## config.mk

```make
export PLATFORM = sky130hd
export DESIGN_NAME = sevenseg_scan
export DESIGN_NICKNAME = d
export VERILOG_FILES = /design/src/rtl/sevenseg_scan.sv
export SDC_FILE = /design/constraint.sdc
export NUM_CORES = 1
export LEC_CHECK = 0
export BUFFER_PORTS_ARGS = -buffer_cell sky130_fd_sc_hd__buf_2
export CORE_UTILIZATION = 51
export CTS_BUF_LIST = sky130_fd_sc_hd__clkbuf_8
export DETAILED_ROUTE_END_ITERATION = 12
export PLACE_DENSITY = 0.68
export SETUP_SLACK_MARGIN = 0.5
export SYNTH_ARGS = -nofsm -noshare
export SYNTH_HDL_FRONTEND = slang
export SYNTH_SLANG_ARGS = --single-unit
export TNS_END_PERCENT = 1
```

## constraint.sdc

```tcl
create_clock -name clk -period 6.8 [get_ports clk]
set_clock_uncertainty 0.1 [all_clocks]
set_input_delay 1.36 -clock clk [delete_from_list [all_inputs] [get_ports clk]]
set_output_delay 1.36 -clock clk [all_outputs]
set_load 0.03 [all_outputs]
```

## src/rtl/sevenseg_scan.sv

```systemverilog
// Time-multiplexed scan controller for an N-digit seven-segment display.
// Holds a double-buffered frame of hex digits; new frames are swapped in only at frame boundaries.
module sevenseg_scan #(
  parameter int N_DIGITS = 4,
  parameter int REFRESH  = 50000,
  parameter int BLANK    = 500
) (
  input  logic                  clk,
  input  logic                  reset,
  input  logic                  en,
  input  logic [4*N_DIGITS-1:0] value,
  input  logic [N_DIGITS-1:0]   dp,
  input  logic                  load,
  input  logic                  lz_blank,
  output logic [7:0]            seg,
  output logic [N_DIGITS-1:0]   an,
  output logic                  frame_done
);

  // state | meaning
  // IDLE  | scanning disabled, all anodes and segments off
  // DRIVE | digit idx lit for REFRESH cycles
  // GAP   | all anodes off for BLANK cycles before the next digit

  localparam int CMAX = (REFRESH > BLANK) ? REFRESH : BLANK;
  localparam int CW   = $clog2(CMAX + 1);
  localparam int IW   = $clog2(N_DIGITS);

  typedef enum logic [1:0] {IDLE, DRIVE, GAP} state_t;

  state_t                state;
  logic [IW-1:0]         idx;
  logic [CW-1:0]         cnt;
  logic [4*N_DIGITS-1:0] pend_value, disp_value;
  logic [N_DIGITS-1:0]   pend_dp, disp_dp;
  logic                  pend_flag;

  logic                  at_boundary, xfer;
  logic [3:0]            cur_digit;
  logic [N_DIGITS-1:0]   lz_mask;
  logic                  all_zero;
  logic [7:0]            seg_next;

  function automatic logic [6:0] hex_glyph(input logic [3:0] d);
    case (d)
      4'h0: hex_glyph = 7'h7E;
      4'h1: hex_glyph = 7'h30;
      4'h2: hex_glyph = 7'h6D;
      4'h3: hex_glyph = 7'h79;
      4'h4: hex_glyph = 7'h33;
      4'h5: hex_glyph = 7'h5B;
      4'h6: hex_glyph = 7'h5F;
      4'h7: hex_glyph = 7'h70;
      4'h8: hex_glyph = 7'h7F;
      4'h9: hex_glyph = 7'h7B;
      4'hA: hex_glyph = 7'h77;
      4'hB: hex_glyph = 7'h1F;
      4'hC: hex_glyph = 7'h4E;
      4'hD: hex_glyph = 7'h3D;
      4'hE: hex_glyph = 7'h4F;
      default: hex_glyph = 7'h47;
    endcase
  endfunction

  always_comb begin
    at_boundary = en && (state == GAP) && (cnt == CW'(BLANK - 1)) &&
                  (idx == IW'(N_DIGITS - 1));
    // Swap in the pending frame at a frame boundary or when leaving IDLE
    xfer = pend_flag && (at_boundary || (en && state == IDLE));

    // A digit is blanked when it and every digit above it are zero
    lz_mask  = '0;
    all_zero = 1'b1;
    for (int i = N_DIGITS - 1; i >= 1; i--) begin
      all_zero   = all_zero && (disp_value[4*i +: 4] == 4'h0);
      lz_mask[i] = lz_blank && all_zero;
    end

    cur_digit = disp_value[{idx, 2'b00} +: 4];
    seg_next  = {disp_dp[idx], lz_mask[idx] ? 7'h00 : hex_glyph(cur_digit)};
  end

  always_ff @(posedge clk) begin
    if (reset) begin
      state      <= IDLE;
      idx        <= '0;
      cnt        <= '0;
      pend_value <= '0;
      pend_dp    <= '0;
      pend_flag  <= 1'b0;
      disp_value <= '0;
      disp_dp    <= '0;
      seg        <= '0;
      an         <= '0;
      frame_done <= 1'b0;
    end else begin
      frame_done <= 1'b0;

      if (load) begin
        pend_value <= value;
        pend_dp    <= dp;
      end
      if (xfer) begin
        disp_value <= pend_value;
        disp_dp    <= pend_dp;
      end
      pend_flag <= load ? 1'b1 : (xfer ? 1'b0 : pend_flag);

      if (!en) begin
        state <= IDLE;
        idx   <= '0;
        cnt   <= '0;
        an    <= '0;
        seg   <= '0;
      end else begin
        an  <= (state == DRIVE) ? (N_DIGITS'(1) << idx) : '0;
        seg <= (state == DRIVE) ? seg_next : 8'h00;
        case (state)
          IDLE: begin
            state <= DRIVE;
            idx   <= '0;
            cnt   <= '0;
          end
          DRIVE: begin
            if (cnt == CW'(REFRESH - 1)) begin
              state <= GAP;
              cnt   <= '0;
            end else begin
              cnt <= cnt + 1'b1;
            end
          end
          GAP: begin
            if (cnt == CW'(BLANK - 1)) begin
              state <= DRIVE;
              cnt   <= '0;
              if (idx == IW'(N_DIGITS - 1)) begin
                idx        <= '0;
                frame_done <= 1'b1;
              end else begin
                idx <= idx + 1'b1;
              end
            end else begin
              cnt <= cnt + 1'b1;
            end
          end
          default: state <= IDLE;
        endcase
      end
    end
  end

endmodule

```

Word-level counts from Yosys, hierarchy flattened
Memory sizes are Yosys's and may differ from the RTL's. A register that Yosys moved wholly into a read port is not among the register bits.
Index checks and enable logic that the tools add are counted.
{"block": "op_classes", "addsub": 2, "magnitude_cmp": 1, "n_eq_ne": 7, "n_shift": 2, "muxes": 16, "bitwise": 4, "reduce_logical": 24}
{"cell": "one-hot mux 16 bit (3 select lines)", "n": 1}
{"cell": "two-way mux 16 bit", "n": 2}
{"cell": "adder 16 x 1 -> 16 bit, second input constant", "n": 1}
{"cell": "== test 16 bit, second input constant", "n": 1}
{"cell": "== test 16 x 9 -> 1 bit, second input constant", "n": 1}
{"cell": "variable part select 16 x 5 -> 4 bit", "n": 1}
{"cell": "logical NOT 4 bit", "n": 3}
{"cell": "logical AND 1 bit", "n": 10}
{"cell": "two-way mux 2 bit", "n": 4}
{"cell": "OR reduction 4 bit", "n": 2}
{"cell": "one-hot mux 2 bit (3 select lines)", "n": 1}
{"cell": "two-way mux 1 bit", "n": 5}
{"cell": "binary-select mux 1 bit (select 2 bit)", "n": 2}
{"cell": "== test 2 bit, second input constant", "n": 2}
{"cell": "!= test 2 x 1 -> 1 bit, second input constant", "n": 2}
{"cell": "NOT 1 bit", "n": 4}
{"cell": "one-hot mux 2 bit (2 select lines)", "n": 1}
{"cell": "AND reduction 2 bit", "n": 2}
{"cell": "nonzero test 2 bit", "n": 2}
{"cell": "left shift 1 x 2 -> 4 bit, first input constant", "n": 1}
{"cell": "< comparator 2 x 3 -> 1 bit, second input constant", "n": 1}
{"cell": "nonzero test 3 bit", "n": 1}
{"cell": "OR reduction 3 bit", "n": 1}
{"cell": "adder 2 x 1 -> 2 bit, second input constant", "n": 1}
{"cell": "other kinds (4)", "n": 4}
{"block": "word_totals", "register_bits": 67, "rom_bits": 112, "out_inout_bits": 13, "mem_count": 1}
{"name": "(no name shown)", "depth": 16, "width": 7, "read_ports": 1, "rd_clocked_by_memory_dff": 1, "write_ports": 0, "line_no": "45", "source": "case (d)"}

Longest topological paths before layout
Gate-level depths: netlist of run 1.
{"block": "depth", "word_depth": 8, "ltp_mapped": 8, "mapped_depth_nobuf": 7}

Worst setup path after synthesis of run 1
OpenSTA, ideal clock, no wires.
{"block": "synth_path", "path_type": "input-to-reg", "start": "input port reset", "end": "register cnt[14]", "setup_ns": 0.074, "t_arrival_ns": 2.593, "path_slack_ns": 4.032, "stages": 8, "path_cell_list": "buf_6 > nor2b_1 > clkbuf_1 > nand3_1 > o22ai_1 > buf_2 > a41oi_1 > a31oi_1"}
{"block": "synth_via", "elab_chain_cells": 1}
{"element": "start: declaration", "line_no": "9", "source": "input logic reset,"}
{"element": "OR reduction 2 bit (no line)"}
{"element": "end signal: assignment", "line_no": "129", "source": "cnt <= cnt + 1'b1;"}
{"element": "end signal: assignment", "line_no": "143", "source": "cnt <= cnt + 1'b1;"}
{"element": "end: declaration", "line_no": "33", "source": "logic [CW-1:0] cnt;"}
Every way passes these cells.
A chain may end at the register's enable or synchronous reset.

Worst setup path after layout of run 1
{"block": "layout_path", "start": "input port reset", "end": "register cnt[15]"}
Same word-level chain as after synthesis.

==> results.json, run 1 <==
{
  "drv_slew": 0,
  "seq_area_frac_synth": 0.413,
  "dp_cells": 476,
  "dieArea_sq_um": 7380,
  "grt_overflow_total": 0,
  "tns_ns": 0,
  "clock-root-buffer": "clkbuf_8",
  "clk_pin_slew_ns": 0.07,
  "io_buffer_count": 37,
  "relSlewSlack": 0.211,
  "p_clk_frac": 0.379,
  "timing.final.crit_share": 0.508,
  "synthesis.nets": 402,
  "synth_cells": 364,
  "num_vias": 2561,
  "tightest_slew_ns": 1.18,
  "r2r-start": "cnt[0]$_SDFFE_PP0N_",
  "post_cts_resized": 0,
  "p_leak_nw": 1.51,
  "seq_power_share": 0.546,
  "synth.distinct_cells": 50,
  "cts-hold-fix-buffers": 0,
  "cpPeakStageDelay_ns": 0.79,
  "cap_viol_max_count": 0,
  "holdPathStages": 2,
  "track_usage": 0.186,
  "cp-start-kind": "input port",
  "grt_pass1_wl_mm": 10.6,
  "powerDensity_nw_per_um2": 210,
  "status": "complete, no violations",
  "drc_errors": 0,
  "grt_setup_unrepaired": "false",
  "numCtsBuffers": 9,
  "ys.flop_type": "dfxtp_1",
  "clk_path_buf_depth": 2,
  "die_w_um": 85.9,
  "dp_hpwl_mm": 4.27,
  "cts_tree": "yes",
  "peakVddDrop_mv": 0.129,
  "wl_mm": 6.27,
  "vias_per_cell": 5.23,
  "drt-pass1-iter-count": 4,
  "layout_commonest_cell": "dfxtp_1",
  "clock_sinks": 74,
  "htree_levels": 3,
  "ios": 38,
  "p_int_w": 0.000635,
  "drive_above_1_share": 0.165,
  "nets": 429,
  "clock_latency_ns": 0.34,
  "arrival_ns": 3.62,
  "grt_max_degree": 64,
  "cp_max_fo": 63,
  "layout_common_cells": "74 x dfxtp_1, 48 x nor2_1, 42 x mux2i_1",
  "syn2layout_area_growth_pct": 9.51,
  "synth-seq-cells": 74,
  "crit_slowest_cell": "o22ai_1",
  "fp.dieH_um": 85.9,
  "synth-edff-count": 0,
  "hold_viol_final": 0,
  "core_sq_um": 6790,
  "antenna_found_initial": 0,
  "cts_setup_buffers": 0,
  "reg2reg_depth": 6,
  "drt_iter0_drc": 95,
  "avgSynthCellArea_sq_um": 9.87,
  "cp_cell_sequence": "buf_2 > nor2b_1 > nand3_1 > o22ai_1 > o21ai_0 > a31oi_1",
  "reg2reg_setup_slack_ns": 3.60,
  "async_flop_share": 0,
  "ys.warnings.count": 0,
  "routedWlPerCell_um": 12.8,
  "synth_area_sq_um": 3590,
  "place_congestion": 0.795,
  "critPathRequiredTime_ns": 6.97,
  "instances_no_fill": 490,
  "antenna_cells": 0,
  "p_sw_w": 0.000190,
  "criticalPathCategory": "in -> reg",
  "fmaxAchievable_ghz": 0.289,
  "holdPathEnd": "pend_dp[2]$_SDFFE_PP0P_",
  "rows": 30,
  "critPathCaptureType": "register",
  "min_period_ns": 3.45,
  "worstHoldStart": "pend_dp[2]$_SDFFE_PP0P_",
  "switching_share": 0.230,
  "start_util": 0.529,
  "setup_viol": 0,
  "grt_pass1_vias": 2278,
  "detail-route-antenna-nets": 0,
  "power_frac_comb": 0.075,
  "r2r_end": "disp_value[7]$_SDFFE_PP0P_",
  "hold_path_class": "reg -> reg"
}
## per-layer routing
| layer | track usage | up-vias | wire, um | share of wire |
|---|---|---|---|---|
| li1 | - | 1328 | - | - |
| met1 | 0.253 | 1167 | 3280 | 0.52 |
| met2 | 0.268 | 51 | 2610 | 0.42 |
| met3 | 0.0433 | 15 | 212 | 0.034 |
| met4 | 0.108 | 0 | 167 | 0.027 |
| met5 | 0 | - | 0 | 0 |
## flip-flops by register name (all words and copies together) (netlist names)
signal and cells:
an 4, cnt 16, disp_dp 4, disp_value 16, frame_done 1, idx 2
pend_dp 4, pend_flag 1, pend_value 16, seg 8, state 2
## layout make-up
cell class / count / area (sq um)
tap: 96 / 120
fill: 632 / 2860
timing repair buffer: 37 / 185
multi-input combinational: 261 / 1940
clock inverter: 5 / 48.8
clock buffer: 9 / 124
sequential: 74 / 1480
inverter: 8 / 30.0
## power groups by stage
stage	sequential [W]	combinational [W]	clock [W]
finish	0.000451	0.0000618	0.000313
global placement	0.000460	0.0000609	0
floorplan	0.000461	0.0000488	0
global route	0.000452	0.0000685	0.000342
detailed placement	0.000460	0.0000618	0
CTS	0.000450	0.0000620	0.000323
## how the worst max path moves through the flow
stage	end	cells past startpoint	slack (ns)	startpoint
after floorplan	cnt[14]$_SDFFE_PP0N_	8	4.03	reset
after global placement	cnt[14]$_SDFFE_PP0N_	6	3.12	reset
after detailed placement	cnt[15]$_SDFFE_PP0N_	6	3.00	reset
after CTS	cnt[15]$_SDFFE_PP0N_	6	3.41	reset
after global routing	cnt[15]$_SDFFE_PP0N_	6	2.93	reset
final	cnt[15]$_SDFFE_PP0N_	6	3.35	reset
## cells in the mapped netlist, types with 3 or more instances
master | count | area share
xnor2_1 | 5 | 0.012
nand2b_1 | 5 | 0.0087
nor3_1 | 4 | 0.0056
mux4_2 | 6 | 0.038
buf_6 | 3 | 0.0094
clkbuf_1 | 12 | 0.013
a31oi_1 | 7 | 0.012
and3_1 | 4 | 0.0070
a221oi_1 | 3 | 0.0073
mux2i_1 | 42 | 0.12
or2b_1 | 40 | 0.084
nor2b_1 | 4 | 0.0070
a21oi_1 | 8 | 0.011
dfxtp_1 | 74 | 0.41
nor4_1 | 5 | 0.0087
ha_1 | 13 | 0.045
nor2_1 | 48 | 0.050
o21ai_0 | 3 | 0.0042
o22ai_1 | 3 | 0.0052
inv_1 | 8 | 0.0084
nand3_1 | 11 | 0.015
nand2_1 | 19 | 0.020
## logic make-up (layout without fill, tap and decap cells)
logic type | Yosys count | after routing | share of synthesized area
AO/OA/AOI/OAI | 37 | 37 | 0.0777
buffers and inverters | 29 | 59 | 0.0463
AND/OR/NAND/NOR | 155 | 155 | 0.243
XOR/XNOR | 7 | 7 | 0.0171
flip-flops | 74 | 74 | 0.413
adder cells (fa/ha/maj) | 13 | 13 | 0.0453
multiplexers | 49 | 49 | 0.158
## worst max-delay path, delay by kind of cell
kind	cells	cell delay [ns]
simple gates	2	0.65
compound gates	3	1.22
buf+inv	1	0.39
## through the flow
step / instance area, sq um / worst slack [ns] / util / power [W] / hold WS (ns)
global route: 3930 / 2.93 / 0.579 / 0.000862 / 0.416
detailed placement: 3760 / 3.00 / 0.553 / 0.000522 / 0.371
finish: 3930 / 3.35 / 0.579 / 0.000825 / 0.381
CTS: 3930 / 3.41 / 0.579 / 0.000835 / 0.389
floorplan: 3590 / 4.03 / - / 0.000510 / 0.351
global placement: 3760 / 3.12 / 0.553 / 0.000521 / 0.364
No activity file was read; power rests on OpenSTA's default activity.
==> inputs of run 2 (changes only) <==
- clock period: 6.8 -> 3.6 ns (I/O delays scaled with it)
==> run 2 against run 1 <==
Against the previous run: die area unchanged; power up 90%; hold slack improved by 0.00057 ns; routed wire length up 0.11%; sequential share of layout area fell by 0.31 points; flip-flop and latch count unchanged.
==> results.json, run 2 (synthesis gave the netlist of run 1 again) <==
{
  "num_vias": 2522,
  "vias_per_cell": 5.09,
  "crit_family": "simple AND/OR/NAND/NOR gates",
  "cpPeakStageDelay_ns": 0.50,
  "reg_top3": "cnt x16, disp_value x16, pend_value x16",
  "clock_sinks": 74,
  "layout_common_cells": "74 x dfxtp_1, 48 x nor2_1, 42 x mux2i_1",
  "criticalPathCategory": "reg -> reg",
  "reg2reg_setup_slack_ns": 0.98,
  "tightest_slew_ns": 0.638,
  "layout_commonest_cell": "dfxtp_1",
  "cts_setup_buffers": 0,
  "holdPathStages": 2,
  "tns_ns": 0,
  "timing.final.crit_share": 0.727,
  "grt_pass1_vias": 2296,
  "cts-hold-fix-buffers": 0,
  "drive_above_1_share": 0.178,
  "post_cts_resized": 0,
  "syn2layout_area_growth_pct": 10.4,
  "final_util": 0.584,
  "start_util": 0.529,
  "drc_errors": 0,
  "setup_viol": 0,
  "hold_viol_final": 0,
  "clk_path_buf_depth": 2,
  "nets": 432,
  "dp_cells": 479,
  "io_buffer_count": 37,
  "p_leak_nw": 1.52,
  "dieArea_sq_um": 7380,
  "r2r_end": "disp_value[7]$_SDFFE_PP0P_",
  "cp-start-kind": "register",
  "startpoint": "cnt[0]$_SDFFE_PP0N_",
  "antenna_cells": 0,
  "numCtsBuffers": 9,
  "relSlewSlack": 0.574,
  "drt_iter0_drc": 77,
  "track_usage": 0.186,
  "cp.depth": 7,
  "status": "complete, no violations",
  "ios": 38,
  "cap_viol_max_count": 0,
  "clock_latency_ns": 0.35,
  "instances_no_fill": 495,
  "arrival_ns": 2.79,
  "cp_cell_sequence": "ha_1 > or4b_4 > nor4_2 > a31o_1 > and3_1 > buf_4 > mux2i_1",
  "cp_max_fo": 20,
  "dp_hpwl_mm": 4.43,
  "powerDensity_nw_per_um2": 395,
  "htree_levels": 3,
  "fp.dieH_um": 85.9,
  "cp-endpoint": "disp_value[7]$_SDFFE_PP0P_",
  "peakVddDrop_mv": 0.179,
  "crit_slowest_cell": "or4b_4",
  "clk_pin_slew_ns": 0.09,
  "critPathRequiredTime_ns": 3.78,
  "whs_ns": 0.382,
  "die_w_um": 85.9,
  "grt_overflow_total": 0,
  "total_power_w": 0.00157,
  "core_sq_um": 6790,
  "grt_max_degree": 63,
  "grt_pass1_wl_mm": 10.7,
  "fmaxAchievable_ghz": 0.382,
  "min_period_ns": 2.62,
  "clock-root-buffer": "clkbuf_8",
  "critPathCaptureType": "register",
  "drt-pass1-iter-count": 4,
  "grt_setup_unrepaired": "false",
  "cts_tree": "yes",
  "rows": 30,
  "wl_mm": 6.28,
  "reg2reg_depth": 7,
  "antenna_found_initial": 0,
  "routedWlPerCell_um": 12.7,
  "r2r-start": "cnt[0]$_SDFFE_PP0N_",
  "crit_buf_inv": 1,
  "place_congestion": 0.777,
  "drv_slew": 0,
  "hold_path_class": "reg -> reg",
  "detail-route-antenna-nets": 0
}
-- run 2: cell types whose count changed in the layout (fill, tap and decap cells not counted), sizes merged --
cell,previous run,this run
bufinv,1,0
clkinvlp,0,2
clkinv,3,1
buf,37,40
inv,9,12
-- run 2: worst min-delay path, delay by kind of cell, from the launching register on --
family / cells / cell delay [ns]
DFF: 1 / 0.31
and+or+nand+nor: 1 / 0.08
AOI/OAI and AO/OA: 1 / 0.05
-- run 2: metrics by stage --
step	area, sq um	setup WS (ns)
after floorplan	3590	1.28
after global placement	3780	1.10
after detailed placement	3780	1.02
after CTS	3970	0.978
after global routing	3970	0.795
final	3970	0.984
-- run 2: layer usage --
layer,share of wire,global-route usage,vias up
met5,0,0,-
met4,0.023,0.0985,0
met3,0.030,0.0375,12
met2,0.43,0.272,37
met1,0.52,0.259,1141
li1,-,-,1332
-- run 2: power breakdown --
part           internal [W]  total (W)  switching (W)
Sequential         0.000840   0.000850      0.0000108
Combinational     0.0000546   0.000118      0.0000633
Clock              0.000261   0.000598       0.000338
Total               0.00115    0.00157       0.000412
-- run 2: how the worst min path moves through the flow --
stage / from / to / slack (ns)
2_1_floorplan: pend_dp[0]$_SDFFE_PP0P_ / pend_dp[0]$_SDFFE_PP0P_ / 0.35
3_3_place_gp: pend_value[12]$_SDFFE_PP0P_ / pend_value[12]$_SDFFE_PP0P_ / 0.36
3_5_place_dp: pend_value[10]$_SDFFE_PP0P_ / pend_value[10]$_SDFFE_PP0P_ / 0.37
4_1_cts: pend_flag$_SDFFE_PP0P_ / pend_flag$_SDFFE_PP0P_ / 0.38
5_1_grt: pend_value[10]$_SDFFE_PP0P_ / pend_value[10]$_SDFFE_PP0P_ / 0.41
6_report: pend_flag$_SDFFE_PP0P_ / pend_flag$_SDFFE_PP0P_ / 0.38
-- run 2: cell type report --
cell class / instances / area, sq um
fillers: 611 / 2830
multi-input cells: 261 / 1940
flip-flops and latches: 74 / 1480
repair buffers: 40 / 208
clock buffers: 9 / 124
well taps: 96 / 120
clock inverters: 7 / 58.8
inverters: 8 / 30.0
==> inputs of run 3 (changes only) <==
- clock period: 3.6 -> 2.55 ns (I/O delays scaled with it)
==> run 3 against run 2 <==
Against the previous run: sequential share of layout area is 2.3 points lower; design area is 7.4% higher; non-clock buffer count is 14 higher; highest routed layer unchanged; largest cell class unchanged; combinational power is 63% higher.
==> results.json, run 3 (synthesis gave the netlist of run 1 again) <==
{
  "reg2reg_setup_slack_ns": 0.29,
  "vias_per_cell": 5.22,
  "powerDensity_nw_per_um2": 582,
  "critPathCaptureType": "register",
  "setup_viol": 0,
  "grt_pass1_vias": 2370,
  "cp_cell_sequence": "ha_4 > or4b_4 > nor4_4 > a31o_1 > and3_4 > buf_12 > mux2i_1",
  "crit_slowest_cell": "or4b_4",
  "instances_no_fill": 509,
  "arrival_ns": 2.43,
  "track_usage": 0.191,
  "reg_top3": "cnt x16, disp_value x16, pend_value x16",
  "die_w_um": 85.9,
  "tightest_slew_ns": 0.634,
  "grt_max_degree": 63,
  "status": "complete, no violations",
  "dp_hpwl_mm": 4.46,
  "holdPathEnd": "pend_value[15]$_SDFFE_PP0P_",
  "numCtsBuffers": 9,
  "drive_above_1_share": 0.228,
  "clock_latency_ns": 0.35,
  "layout_commonest_cell": "dfxtp_1",
  "peakVddDrop_mv": 0.357,
  "drc_errors": 0,
  "dieArea_sq_um": 7380,
  "cts_tree": "yes",
  "final_area_sq_um": 4260,
  "r2r-start": "cnt[0]$_SDFFE_PP0N_",
  "grt_overflow_total": 0,
  "start_util": 0.529,
  "cpPeakStageDelay_ns": 0.49,
  "cts-hold-fix-buffers": 0,
  "wl_mm": 6.81,
  "detail-route-antenna-nets": 0,
  "multi_input_area_sq_um": 2030,
  "p_leak_nw": 1.62,
  "htree_levels": 3,
  "core_sq_um": 6790,
  "dp_cells": 482,
  "r2r_end": "disp_value[6]$_SDFFE_PP0P_",
  "clk_path_buf_depth": 2,
  "routedWlPerCell_um": 13.4,
  "clk_pin_slew_ns": 0.08,
  "drt-pass1-iter-count": 5,
  "layout_common_cells": "70 x dfxtp_1, 48 x nor2_1, 42 x mux2i_1",
  "grt_pass1_wl_mm": 11.0,
  "cp-start-kind": "register",
  "fillers": 581,
  "io_buffer_count": 37,
  "fp.dieH_um": 85.9,
  "worstHoldStart": "value[15]",
  "cp_max_fo": 10,
  "num_vias": 2656,
  "nets": 447,
  "tns_ns": 0,
  "reg2reg_depth": 7,
  "holdPathStages": 3,
  "drv_slew": 0,
  "criticalPathCategory": "reg -> reg",
  "area.sequential_sq_um": 1490,
  "drt_iter0_drc": 80,
  "relSlewSlack": 0.574,
  "antenna_found_initial": 0,
  "syn2layout_area_growth_pct": 18.6,
  "ios": 38,
  "clock_sinks": 74,
  "final_util": 0.627,
  "min_period_ns": 2.26,
  "cap_viol_max_count": 0,
  "placed_cell_area_sq_um": 3850,
  "fmaxAchievable_ghz": 0.443,
  "hold_viol_final": 0,
  "antenna_cells": 0,
  "critPathRequiredTime_ns": 2.73,
  "place_congestion": 0.808,
  "grt_setup_unrepaired": "true",
  "rows": 30,
  "timing.final.crit_share": 0.885,
  "hold_path_class": "in -> reg",
  "clock-root-buffer": "clkbuf_8"
}
==> run 3: routing by layer <==
| metal | wire length, um | vias to the layer above | share of wire | global-route usage |
|---|---|---|---|---|
| li1 | - | 1368 | - | - |
| met3 | 327 | 8 | 0.048 | 0.0626 |
| met1 | 3310 | 1213 | 0.49 | 0.252 |
| met4 | 95 | 0 | 0.014 | 0.0758 |
| met5 | 0 | - | 0 | 0 |
| met2 | 3080 | 67 | 0.45 | 0.289 |
==> run 3: final cells by class <==
| class | count | area share |
|---|---|---|
| Tap cell | 96 | 0.0282 |
| Sequential cell | 74 | 0.350 |
| Timing Repair Buffer | 54 | 0.0811 |
| Inverter | 8 | 0.00705 |
| Clock inverter | 6 | 0.0270 |
| Clock buffer | 9 | 0.0291 |
| Multi-Input combinational cell | 262 | 0.477 |
==> run 3: power by group <==
part	switching (W)	internal, W
clock network	0.000437	0.000649
logic	0.0000993	0.0000927
registers	0.0000147	0.00118
==> run 3: repair_timing <==
item                                    4_1_cts  5_1_grt
cloned                                        1        1
pin swaps                                     4        5
gates resized for setup                       7        3
endpoints found under the setup margin       41       46
buffers inserted                              5        5
==> run 3: through the flow <==
stage               setup slack (ns)  hold slack [ns]  power (W)
floorplan                      0.413            0.351    0.00136
detailed placement             0.198            0.377    0.00140
global route                   0.227            0.276    0.00257
CTS                            0.275            0.274    0.00250
finish                         0.294            0.287    0.00248
global placement               0.230            0.364    0.00139
==> run 3: how the worst max path moves through the flow <==
stage                     depth (start not counted)  slack [ns]                 from                         end
after detailed placement                          6        0.20  cnt[0]$_SDFFE_PP0N_        cnt[12]$_SDFFE_PP0N_
final                                             7        0.29  cnt[0]$_SDFFE_PP0N_  disp_value[6]$_SDFFE_PP0P_
after global routing                              7        0.23  cnt[0]$_SDFFE_PP0N_  disp_value[7]$_SDFFE_PP0P_
after global placement                            6        0.23  cnt[1]$_SDFFE_PP0N_        cnt[12]$_SDFFE_PP0N_
after floorplan                                   8        0.41  cnt[1]$_SDFFE_PP0N_     disp_dp[0]$_SDFFE_PP0P_
after CTS                                         7        0.28  cnt[0]$_SDFFE_PP0N_  disp_value[1]$_SDFFE_PP0P_
==> run 3: critical path, delay by kind of cell, from the launching register on <==
kind                       cells  cell delay [ns]
adders and majority gates      1             0.13
and+or+nand+nor                3             1.01
AOI/OAI and AO/OA              1             0.23
DFF                            1             0.37
buffers and inverters          1             0.15
muxes                          1             0.19
